### src/rtl/cordic_pkg.sv
// Shared CORDIC constants: result word width, packed field layout and the
// default depth of the result buffer.
package cordic_pkg;

  localparam int RESULT_WIDTH = 32;

  // Packed result word layout: x/degree low, y (or zero) high.
  localparam int RES_LO_MSB = 15;
  localparam int RES_LO_LSB = 0;
  localparam int RES_HI_MSB = 31;
  localparam int RES_HI_LSB = 16;

  localparam int FIFO_DEPTH_DEFAULT = 8;

endpackage

### src/rtl/cordic_result_fifo_mem.sv
// Simple dual-port storage for the result FIFO: synchronous write,
// asynchronous read. Contents are intentionally not reset.
module cordic_result_fifo_mem #(
  parameter int DATA_WIDTH = 32,
  parameter int DEPTH      = 8,
  parameter int ADDR_WIDTH = 3
) (
  input  logic                  clk,
  input  logic                  we,
  input  logic [ADDR_WIDTH-1:0] waddr,
  input  logic [DATA_WIDTH-1:0] wdata,
  input  logic [ADDR_WIDTH-1:0] raddr,
  output logic [DATA_WIDTH-1:0] rdata
);

  logic [DATA_WIDTH-1:0] mem [DEPTH];

  // Write port: one word per cycle at waddr.
  always_ff @(posedge clk) begin
    if (we) mem[waddr] <= wdata;
  end

  assign rdata = mem[raddr];

endmodule

### src/rtl/cordic_result_fifo.sv
// Result buffer behind the non-stallable CORDIC output stage. Captures every
// valid result word, hands it to the host over valid/ready, and drops (and
// flags) words that arrive while full and not draining.
// Optional feature macro: CORDIC_RESULT_DROP_CNT_EN adds a saturating
// drop_count output alongside the sticky overflow bit.
module cordic_result_fifo
  import cordic_pkg::*;
#(
  parameter int DATA_WIDTH     = RESULT_WIDTH,
  parameter int DEPTH          = FIFO_DEPTH_DEFAULT,
  parameter int ADDR_WIDTH     = 3
`ifdef CORDIC_RESULT_DROP_CNT_EN
  ,
  parameter int DROP_CNT_WIDTH = 16
`endif
) (
  input  logic                      clk,
  input  logic                      rst,
  input  logic [DATA_WIDTH-1:0]     in_data,
  input  logic                      in_valid,
  output logic [DATA_WIDTH-1:0]     out_data,
  output logic                      out_valid,
  input  logic                      out_ready,
  output logic [ADDR_WIDTH:0]       level,
  output logic                      full,
  output logic                      empty,
  output logic                      overflow,
  input  logic                      clear_status
`ifdef CORDIC_RESULT_DROP_CNT_EN
  ,
  output logic [DROP_CNT_WIDTH-1:0] drop_count
`endif
);

  localparam logic [ADDR_WIDTH:0] LEVEL_FULL = (ADDR_WIDTH+1)'(DEPTH);

  logic [ADDR_WIDTH-1:0] wr_ptr_q, wr_ptr_d;
  logic [ADDR_WIDTH-1:0] rd_ptr_q, rd_ptr_d;
  logic [ADDR_WIDTH:0]   level_q, level_d;
  logic                  full_q, full_d;
  logic                  empty_q, empty_d;
  logic                  overflow_q, overflow_d;
  logic                  push, pop, drop;
  logic [DATA_WIDTH-1:0] rd_data;

  // Handshake decode, pointer/level next-state and sticky drop flag.
  always_comb begin
    pop  = !empty_q & out_ready;
    // A full queue still accepts a word when the head leaves this cycle.
    push = in_valid & (!full_q | pop);
    drop = in_valid & full_q & !pop;

    wr_ptr_d = push ? wr_ptr_q + ADDR_WIDTH'(1) : wr_ptr_q;
    rd_ptr_d = pop  ? rd_ptr_q + ADDR_WIDTH'(1) : rd_ptr_q;

    level_d = level_q;
    case ({push, pop})
      2'b10:   level_d = level_q + (ADDR_WIDTH+1)'(1);
      2'b01:   level_d = level_q - (ADDR_WIDTH+1)'(1);
      default: level_d = level_q;
    endcase
    full_d  = (level_d == LEVEL_FULL);
    empty_d = (level_d == '0);

    // A drop in the same cycle as a clear must stay visible.
    overflow_d = overflow_q;
    if (drop)              overflow_d = 1'b1;
    else if (clear_status) overflow_d = 1'b0;
  end

  // Queue state registers; reset discards all queued words.
  always_ff @(posedge clk) begin
    if (rst) begin
      wr_ptr_q   <= '0;
      rd_ptr_q   <= '0;
      level_q    <= '0;
      full_q     <= 1'b0;
      empty_q    <= 1'b1;
      overflow_q <= 1'b0;
    end else begin
      wr_ptr_q   <= wr_ptr_d;
      rd_ptr_q   <= rd_ptr_d;
      level_q    <= level_d;
      full_q     <= full_d;
      empty_q    <= empty_d;
      overflow_q <= overflow_d;
    end
  end

  cordic_result_fifo_mem #(
    .DATA_WIDTH (DATA_WIDTH),
    .DEPTH      (DEPTH),
    .ADDR_WIDTH (ADDR_WIDTH)
  ) u_mem (
    .clk   (clk),
    .we    (push & !rst),
    .waddr (wr_ptr_q),
    .wdata (in_data),
    .raddr (rd_ptr_q),
    .rdata (rd_data)
  );

`ifdef CORDIC_RESULT_DROP_CNT_EN
  localparam logic [DROP_CNT_WIDTH-1:0] DROP_MAX = '1;

  logic [DROP_CNT_WIDTH-1:0] drop_cnt_q, drop_cnt_d;

  // Saturating drop counter; a drop coinciding with a clear restarts at one.
  always_comb begin
    drop_cnt_d = drop_cnt_q;
    if (drop) begin
      if (clear_status)             drop_cnt_d = DROP_CNT_WIDTH'(1);
      else if (drop_cnt_q != DROP_MAX) drop_cnt_d = drop_cnt_q + DROP_CNT_WIDTH'(1);
    end else if (clear_status) begin
      drop_cnt_d = '0;
    end
  end

  // Drop counter register.
  always_ff @(posedge clk) begin
    if (rst) drop_cnt_q <= '0;
    else     drop_cnt_q <= drop_cnt_d;
  end

  assign drop_count = drop_cnt_q;
`endif

  // Head word is masked to zero whenever the queue is empty.
  assign out_data  = empty_q ? '0 : rd_data;
  assign out_valid = !empty_q;
  assign level     = level_q;
  assign full      = full_q;
  assign empty     = empty_q;
  assign overflow  = overflow_q;

endmodule

### config.mk
export PLATFORM = sky130hd
export DESIGN_NAME = cordic_result_fifo
export DESIGN_NICKNAME = d
export VERILOG_FILES = /design/src/rtl/cordic_pkg.sv /design/src/rtl/cordic_result_fifo_mem.sv /design/src/rtl/cordic_result_fifo.sv
export SDC_FILE = /design/constraint.sdc
export NUM_CORES = 1
export LEC_CHECK = 0
export ABC_AREA = 0
export ABC_CLOCK_PERIOD_IN_PS = 9100
export CAP_MARGIN = 15
export CORE_ASPECT_RATIO = 1.75
export CORE_MARGIN = 5
export CORE_UTILIZATION = 50
export CTS_CLUSTER_DIAMETER = 100
export DETAILED_ROUTE_END_ITERATION = 10
export PLACE_DENSITY = 0.8
export RECOVER_POWER = 100
export SLEW_MARGIN = 20
export SYNTH_ARGS = -nofsm -noshare
export SYNTH_HDL_FRONTEND = slang
export SYNTH_HIERARCHICAL = 1
export SYNTH_SLANG_ARGS = --single-unit
### constraint.sdc
create_clock -name clk -period 9.1 [get_ports clk]
set_input_delay 1.365 -clock clk [delete_from_list [all_inputs] [get_ports clk]]
set_output_delay 1.365 -clock clk [all_outputs]
set_load 0.1 [all_outputs]
== After elaboration in Yosys (flattened, before gate mapping) ==
Memories as Yosys holds them, arrays and structs flattened. A register that Yosys moved wholly into a read port is not among the register bits.
Cells that the tools add are included.

* Register bits: 13
* Memory bits (writable): 256
* Input port bits: 37
* Output and inout bits: 40
* Word-level logic and storage cells: 34
* Memories: 1

{| class="wikitable"
|+ Memory list
! memory !! words !! bits a word !! rd ports !! clocked after Yosys merged registers in !! wr ports !! line !! source
|-
| u_mem.mem || 8 || 32 || 1 || 1 || 1 || cordic_result_fifo_mem.sv:16 || <nowiki>logic [DATA_WIDTH-1:0] mem [DEPTH];</nowiki>
|}

* $add $sub $neg: 4
* Eq/ne operators: 3
* Muxes and demuxes: 8
* Bitwise gates (word level): 6
* Reductions and logical operators: 6

{| class="wikitable"
|+ Operators by type and width
! kind !! count
|-
| $mux W32 || 1
|-
| $pmux W4 S2 || 1
|-
| $add A3 B1 Y3 const B || 2
|-
| $mux W3 || 2
|-
| $and A1 B1 Y1 || 5
|-
| $add A4 B1 Y4 const B || 1
|-
| $eq A4 B4 Y1 const B || 1
|-
| $logic_not A1 Y1 || 4
|-
| $logic_not A4 Y1 || 1
|-
| $mux W1 || 4
|-
| $sub A4 B1 Y4 const B || 1
|-
| $eq A2 B1 Y1 const B || 1
|-
| $eq A2 B2 Y1 const B || 1
|-
| $reduce_bool A2 Y1 || 1
|-
| $or A1 B1 Y1 || 1
|}

== Depth between registers and ports, before layout ==
Gate-level depths: netlist of run 1.

* Word-level depth: 7
* Gate-level depth with buffers: 11
* Gate-level depth less buffers: 10

== Hierarchy ==
The synthesis of run 1 kept the hierarchy.

{| class="wikitable"
|+ By module, submodules not included
! module !! times used !! cells each !! area an instance (µm²) !! seq. area each (µm²)
|-
| cordic_result_fifo_mem || 1 || 383 || 9825.7 || 7687.4
|-
| cordic_result_fifo || 1 || 104 || 837.1 || 260.2
|}

== Least setup slack after synthesis of run 1 ==
Ideal clock, no wire load.

* Path kind: input to register
* Start: input port out_ready
* End: memory u_mem.mem[0][0], enable pin
* Setup time: 0.461 ns
* Data arrival time: 4.414 ns
* Required time: 8.639 ns
* Setup slack: 4.225 ns
* Stages on the path: 6
* Buffers on the path: 1
* Cell sequence: nor2b_1 > clkbuf_1 > o21ai_1 > nor2_1 > nand2b_1 > nor3_1

* Word-level cells in the longest chain between the ends: 6

{| class="wikitable"
|+ RTL lines
! element !! line !! source
|-
| start: declaration || cordic_result_fifo.sv:23 || <nowiki>input logic out_ready,</nowiki>
|-
| $and A1 B1 Y1 || cordic_result_fifo.sv:48 || <nowiki>pop = !empty_q & out_ready;</nowiki>
|-
| named net pop || cordic_result_fifo.sv:43 || <nowiki>logic push, pop, drop;</nowiki>
|-
| $or A1 B1 Y1 || cordic_result_fifo.sv:50 || <nowiki>push = in_valid & (!full_q | pop);</nowiki>
|-
| $and A1 B1 Y1 || cordic_result_fifo.sv:50 ||
|-
| $and A1 B1 Y1 || cordic_result_fifo.sv:96 || <nowiki>.we (push & !rst),</nowiki>
|-
| $mux W1 || cordic_result_fifo_mem.sv:20 || <nowiki>if (we) mem[waddr] <= wdata;</nowiki>
|-
| $mux W1 (not written as such) || cordic_result_fifo_mem.sv:20 ||
|-
| end: declaration || cordic_result_fifo_mem.sv:16 ||
|}

The timed path passes the listed nets, and every way through them passes these cells.

== Worst setup path after layout of run 1 ==
* Start: input port out_ready
* End: memory u_mem.mem[0][8], enable pin

* Word-level cells in the longest chain between the ends: 6

{| class="wikitable"
|+ RTL lines
! element !! line
|-
| $and A1 B1 Y1 || cordic_result_fifo.sv:48
|-
| $or A1 B1 Y1 || cordic_result_fifo.sv:50
|-
| $and A1 B1 Y1 || cordic_result_fifo.sv:50
|-
| $and A1 B1 Y1 || cordic_result_fifo.sv:96
|-
| $mux W1 || cordic_result_fifo_mem.sv:20
|-
| $mux W1 (not written as such) || cordic_result_fifo_mem.sv:20
|}

No other way between the ends.

==> results of run 1 <==
==> per-stage QoR <==
| stage | instances | utilization, % |
|---|---|---|
| final | 842 | 59.3 |
| after global routing | 842 | 59.3 |
| after CTS | 842 | 59.9 |
| after detailed placement | 803 | 56.2 |
| after global placement | 801 | 56.0 |
| after floorplan | 487 | - |
==> state kept, by name (all words and copies together) (netlist names) <==
| name | flops |
|---|---|
| u_mem/mem | 256 |
| level | 4 |
| rd_ptr_q | 3 |
| wr_ptr_q | 3 |
| empty | 1 |
| full | 1 |
| overflow | 1 |
==> power by group through the flow <==
stage | Sequential, mW | Clock [mW] | Combinational, mW
after detailed placement | 1.47 | 0 | 0.753
after CTS | 1.45 | 1.01 | 0.759
after global placement | 1.47 | 0 | 0.744
final | 1.44 | 0.990 | 0.728
after global routing | 1.45 | 1.07 | 0.755
after floorplan | 1.48 | 0 | 0.565
==> path summary, 6_finish.rpt <==
check                    from         endpoint  slack [ns]  cells past startpoint
setup / recovery    out_ready  u_mem/mem[0][8]        3.57                      7
hold / removal    wr_ptr_q[2]      wr_ptr_q[2]        0.56                      2
setup reg to reg        empty  u_mem/mem[0][8]        3.89                      6
hold reg to reg   wr_ptr_q[2]      wr_ptr_q[2]        0.56                      2
==> placed cells by master (no fill, tap or decap) <==
cell type	count
nand2_1	5
a31o_2	1
clkbuf_1	10
or4b_1	1
mux2_2	32
o21ai_0	3
nor3_1	2
nor2_1	22
bufinv_16	4
clkinv_4	2
and4bb_2	1
a31oi_1	1
or2b_1	1
ha_1	5
dfxtp_1	10
nand2b_1	4
inv_6	1
edfxtp_1	256
inv_1	3
clkinv_2	5
dfxtp_2	2
mux2i_1	3
a21oi_1	2
clkinvlp_4	2
nor2b_1	34
xor2_1	5
clkdlybuf4s50_1	5
clkinv_1	1
mux4_2	24
dfxtp_4	1
nand3b_1	1
clkbuf_16	23
mux4_1	40
or3_2	1
xnor2_1	4
buf_4	2
dlygate4sd3_1	71
==> metal layers <==
layer | GRT usage [%] | up-vias | wire [um]
li1 | - | 2181 | -
met1 | 19.9 | 2607 | 7530
met2 | 32.6 | 135 | 12200
met3 | 2.39 | 28 | 970
met4 | 4.94 | 4 | 433
met5 | 0 | - | 21
==> cell families (layout without fill, tap and decap cells) <==
logic type	after synthesis	in the layout	share of synthesized area [%]
AND/OR/NAND/NOR	72	72	3.70
XOR/XNOR	9	9	0.739
AO/OA/AOI/OAI	7	7	0.376
adder cells (fa/ha/maj)	5	5	0.587
flip-flops	269	269	74.5
multiplexers	99	99	18.6
buffers and inverters	26	129	1.48
==> layout make-up <==
class	instances	share of cell area (%)
Clock inverter	15	1.53
Clock buffer	24	4.67
Timing Repair Buffer	87	6.52
Tap cell	252	2.54
Inverter	3	0.0907
Sequential cell	269	64.1
Multi-Input combinational cell	192	20.6
==> critical path: cells and delay by family <==
family	cells	cell delay, ns
buffers and inverters	2	2.05
AND/OR/NAND/NOR	4	1.72
AO/OA/AOI/OAI	1	0.44
==> impl_metrics.env, run 1 <==
export IMPL_peakVddDrop_uv=155
export IMPL_crit_slowest_cell="clkbuf_1"
export IMPL_power_density_nw_per_um2=255
export IMPL_synthDistinctLibCells=29
export IMPL_maxCapViolations=8
export IMPL_multi_input_area_um2=2560
export IMPL_yosys_top_cells_area="edfxtp_1 72%, mux4_1 9.9%, mux4_2 5.1%"
export IMPL_synthArstFlopShare_pct=0
export IMPL_core_um2=20900
export IMPL_clock_latency_ns=0.50
export IMPL_postPlaceCellArea_um2=11800
export IMPL_timing_final_ws_setup_ns=3.57
export IMPL_status="complete, but fails checks"
export IMPL_yosys_area_top_type="edfxtp_1"
export IMPL_hold_class="register to register"
export IMPL_total_power_mw=3.16
export IMPL_pin_count=77
export IMPL_synth_edff_count=256
export IMPL_grt_use_total_pct=17.1
export IMPL_post_cts_setup_buffer_count=0
export IMPL_initial_core_util_pct=50.9
export IMPL_place_ws_ns=4.25
export IMPL_yosys_warnings=6
export IMPL_grt_pass1_wl_mm=31.4
export IMPL_yosysSeqAreaShare_pct=74.5
export IMPL_worst_setup_path_start_kind="primary input"
export IMPL_drv_slew=224
export IMPL_drive_gt1_share_pct=17.1
export IMPL_syn_inst=487
export IMPL_rsz0062_at_grt="false"
export IMPL_syn_area_um2=10700
export IMPL_switchingPower_mw=0.977
export IMPL_path_clk_slew_ns=0.07
export IMPL_wirelength_mm=21.2
export IMPL_cts_root_buffer="clkbuf_16"
export IMPL_finClkSkew_ns=0.0169
export IMPL_yosysTopAreaCellShare_pct=72.1
export IMPL_period_needed_ns=5.53
export IMPL_drtIter0Drc=314
export IMPL_cts_htree_levels=1
export IMPL_ant_nets=0
export IMPL_rows=70
export IMPL_die_w_um=120
export IMPL_vias_per_cell=5.88
export IMPL_clk_path_buf_depth=3
export IMPL_critPathKind="primary input to register"
export IMPL_grt_max_degree=66
export IMPL_power_leakage_nw=4.01
export IMPL_crit_chain="dlygate4sd3_1 > nor2b_1 > o21ai_0 > nor2_1 > nand2b_1 > nor3_1 > clkbuf_1"
export IMPL_die_h_um=203
export IMPL_cts_resized=0
export IMPL_numPortBuffers=76
export IMPL_grt_pass1_vias=5303
export IMPL_tritoncts="yes"
export IMPL_cts_sinks=269
export IMPL_p_seq_share_pct=45.7
export IMPL_finalSetupViolCount=0
export IMPL_wl_per_cell_um=25.1
export IMPL_end_kind="register"
export IMPL_crit_path_max_incr_delay_ns=1.52
export IMPL_switching_share_pct=30.9
export IMPL_routabilityCongestion=0.729
export IMPL_drc=0
export IMPL_synth_fp_nets=529
export IMPL_syn_avg_cell_area_um2=21.9
export IMPL_arrival_ns=5.61
export IMPL_final_cell_area_um2=12400
export IMPL_hpwlAfterDp_mm=11.9
export IMPL_ys_flop_type="edfxtp_1"
export IMPL_register_area_um2=7950
export IMPL_firstDrtPassIters=4
export IMPL_die_area_um2=24500
export IMPL_hold_ws_ns=0.557
export IMPL_fin_tns_setup_ns=0
export IMPL_syn_to_final_growth_pct=16.5
export IMPL_intPower_mw=2.18
export IMPL_cts_buffers=22
export IMPL_violations="max-capacitance violations, max-slew violations"
export IMPL_synth_most_common_cell="edfxtp_1"
export IMPL_grt_overflow=0
export IMPL_synthTopCellsByCount="256 x edfxtp_1, 40 x mux4_1, 34 x nor2b_1, 32 x mux2_2, 24 x mux4_2"
export IMPL_fillers=1435
export IMPL_clock_fmax_mhz=181
export IMPL_synth_seq_cells=269
export IMPL_crit_fanout=26
export IMPL_vias=4955
export IMPL_antenna_found_initial=2
export IMPL_hold_buffers=0
export IMPL_p_comb_share_pct=23.0
export IMPL_min_period_over_period_pct=60.8
export IMPL_cp_required_ns=9.17
export IMPL_num_antenna_cells=0
export IMPL_timing_hold_violations_final=0
export IMPL_p_clk_share_pct=31.3
export IMPL_slew_headroom_pct=-42.1
export IMPL_nets=617
export IMPL_worstMarginPinSlew_ns=2.13
Power figures use the tool's default switching activity.
==> run 2, diff against run 1 <==
--- a/config.mk
+++ b/config.mk
@@ -6,7 +6,7 @@
 export NUM_CORES = 1
 export LEC_CHECK = 0
 export ABC_AREA = 0
-export ABC_CLOCK_PERIOD_IN_PS = 9100
+export ABC_CLOCK_PERIOD_IN_PS = 5700
 export CAP_MARGIN = 15
 export CORE_ASPECT_RATIO = 1.75
 export CORE_MARGIN = 5
==> constraint.sdc (replaced) <==
create_clock -name clk -period 5.7 [get_ports clk]
set_input_delay 0.855 -clock clk [delete_from_list [all_inputs] [get_ports clk]]
set_output_delay 0.855 -clock clk [all_outputs]
set_load 0.1 [all_outputs]
==> impl_metrics.env, run 2 (synthesized netlist as in run 1, its figures left out) <==
export IMPL_status="complete, but fails checks"
export IMPL_violations="max-capacitance violations, max-slew violations"
export IMPL_min_period_over_period_pct=80.5
export IMPL_clk_path_buf_depth=3
export IMPL_power_leakage_nw=3.96
export IMPL_die_w_um=120
export IMPL_peakVddDrop_uv=251
export IMPL_p_seq_share_pct=48.1
export IMPL_layout_cells_non_filler=838
export IMPL_final_cell_area_um2=12300
export IMPL_switching_share_pct=31.4
export IMPL_mostFrequentLayoutCell="edfxtp_1"
export IMPL_firstDrtPassIters=5
export IMPL_finalSetupViolCount=0
export IMPL_critPathKind="register to register"
export IMPL_rows=70
export IMPL_crit_fanout=35
export IMPL_die_area_um2=24500
export IMPL_grt_pass1_vias=5162
export IMPL_ant_nets=0
export IMPL_pin_count=77
export IMPL_intPower_mw=3.29
export IMPL_grt_max_degree=47
export IMPL_die_h_um=203
export IMPL_vias_per_cell=5.82
export IMPL_end_kind="register"
export IMPL_core_um2=20900
export IMPL_period_needed_ns=4.59
export IMPL_arrival_ns=4.71
export IMPL_final_util_pct=58.9
export IMPL_timing_hold_violations_final=0
export IMPL_switchingPower_mw=1.51
export IMPL_cts_buffers=20
export IMPL_num_antenna_cells=0
export IMPL_dp_cells=803
export IMPL_cts_sinks=269
export IMPL_postPlaceCellArea_um2=11800
export IMPL_rsz0062_at_grt="false"
export IMPL_initial_core_util_pct=50.9
export IMPL_syn_to_final_growth_pct=15.6
export IMPL_grt_overflow=0
export IMPL_p_clk_share_pct=27.7
export IMPL_wl_per_cell_um=23.6
export IMPL_top_register="u_mem/mem"
export IMPL_clock_latency_ns=0.49
export IMPL_cts_htree_levels=1
export IMPL_hold_class="register to register"
export IMPL_drc=0
export IMPL_vias=4881
export IMPL_worst_setup_path_start_kind="register"
export IMPL_hold_buffers=0
export IMPL_grt_use_total_pct=16.3
export IMPL_finClkSkew_ns=0.0152
export IMPL_drive_gt1_share_pct=17.4
export IMPL_cts_root_buffer="clkbuf_16"
export IMPL_cp_required_ns=5.82
export IMPL_largest_reg_flops=256
export IMPL_post_cts_setup_buffer_count=0
export IMPL_cts_resized=0
export IMPL_grt_pass1_wl_mm=30.2
export IMPL_fin_tns_setup_ns=0
export IMPL_nets=615
export IMPL_worstMarginPinSlew_ns=1.59
export IMPL_numPortBuffers=76
export IMPL_hold_depth=2
export IMPL_layout_common_cells="256 x edfxtp_1, 72 x dlygate4sd3_1, 40 x mux4_1"
export IMPL_maxCapViolations=2
export IMPL_antenna_found_initial=2
export IMPL_clock_fmax_mhz=218
export IMPL_ff2ff_path_depth=6
export IMPL_tritoncts="yes"
export IMPL_path_clk_slew_ns=0.08
export IMPL_power_density_nw_per_um2=389
export IMPL_slew_headroom_pct=-5.96
export IMPL_routabilityCongestion=0.711
export IMPL_drtIter0Drc=321
export IMPL_drv_slew=61
export IMPL_p_comb_share_pct=24.2
export IMPL_hpwlAfterDp_mm=12.0
export IMPL_wirelength_mm=19.8
[run 2: power groups by stage]
stage | Sequential [mW] | Combinational (mW) | Clock (mW)
CTS | 2.31 | 1.21 | 1.35
floorplan | 2.37 | 0.902 | 0
finish | 2.31 | 1.16 | 1.33
global route | 2.32 | 1.21 | 1.45
global placement | 2.35 | 1.19 | 0
detailed placement | 2.36 | 1.21 | 0
[run 2: worst max-delay path, stage by stage, from the launching register on]
cell	delay, ns
dfxtp_1	0.84
nor2b_1	0.68
o21ai_0	0.41
nor2_1	0.23
nand2b_1	0.21
nor2_2	1.20
clkbuf_1	0.60
[run 2: through the flow]
stage | hold WS, ns | power, mW | setup WS (ns)
2_1_floorplan | 0.477 | 3.27 | 1.34
3_3_place_gp | 0.520 | 3.54 | 1.70
3_5_place_dp | 0.549 | 3.56 | 1.64
4_1_cts | 0.571 | 4.88 | 1.10
5_1_grt | 0.632 | 4.97 | 0.711
6_report | 0.568 | 4.80 | 1.11
[run 2: path summary, 6_finish.rpt]
kind	from	endpoint	slack [ns]
setup / recovery	empty	u_mem/mem[3][28]	1.11
hold / removal	wr_ptr_q[2]	wr_ptr_q[2]	0.57
setup reg to reg	empty	u_mem/mem[3][28]	1.11
hold reg to reg	wr_ptr_q[2]	wr_ptr_q[2]	0.57
[run 2: routing by layer]
layer,wire length [um],track usage (%),vias up
li1,-,-,2173
met1,7240,18.9,2541
met2,11400,31.6,141
met3,904,2.22,24
met4,297,4.05,2
met5,11,0,-
[run 2: area by class of cell]
type,instances,area [um2]
Fill cell,1449,8610
Clock inverter,10,77.6
Clock buffer,25,541
Tap cell,252,315
Inverter,3,11.3
Timing Repair Buffer,87,830
Multi-Input combinational cell,192,2600
Sequential cell,269,7950
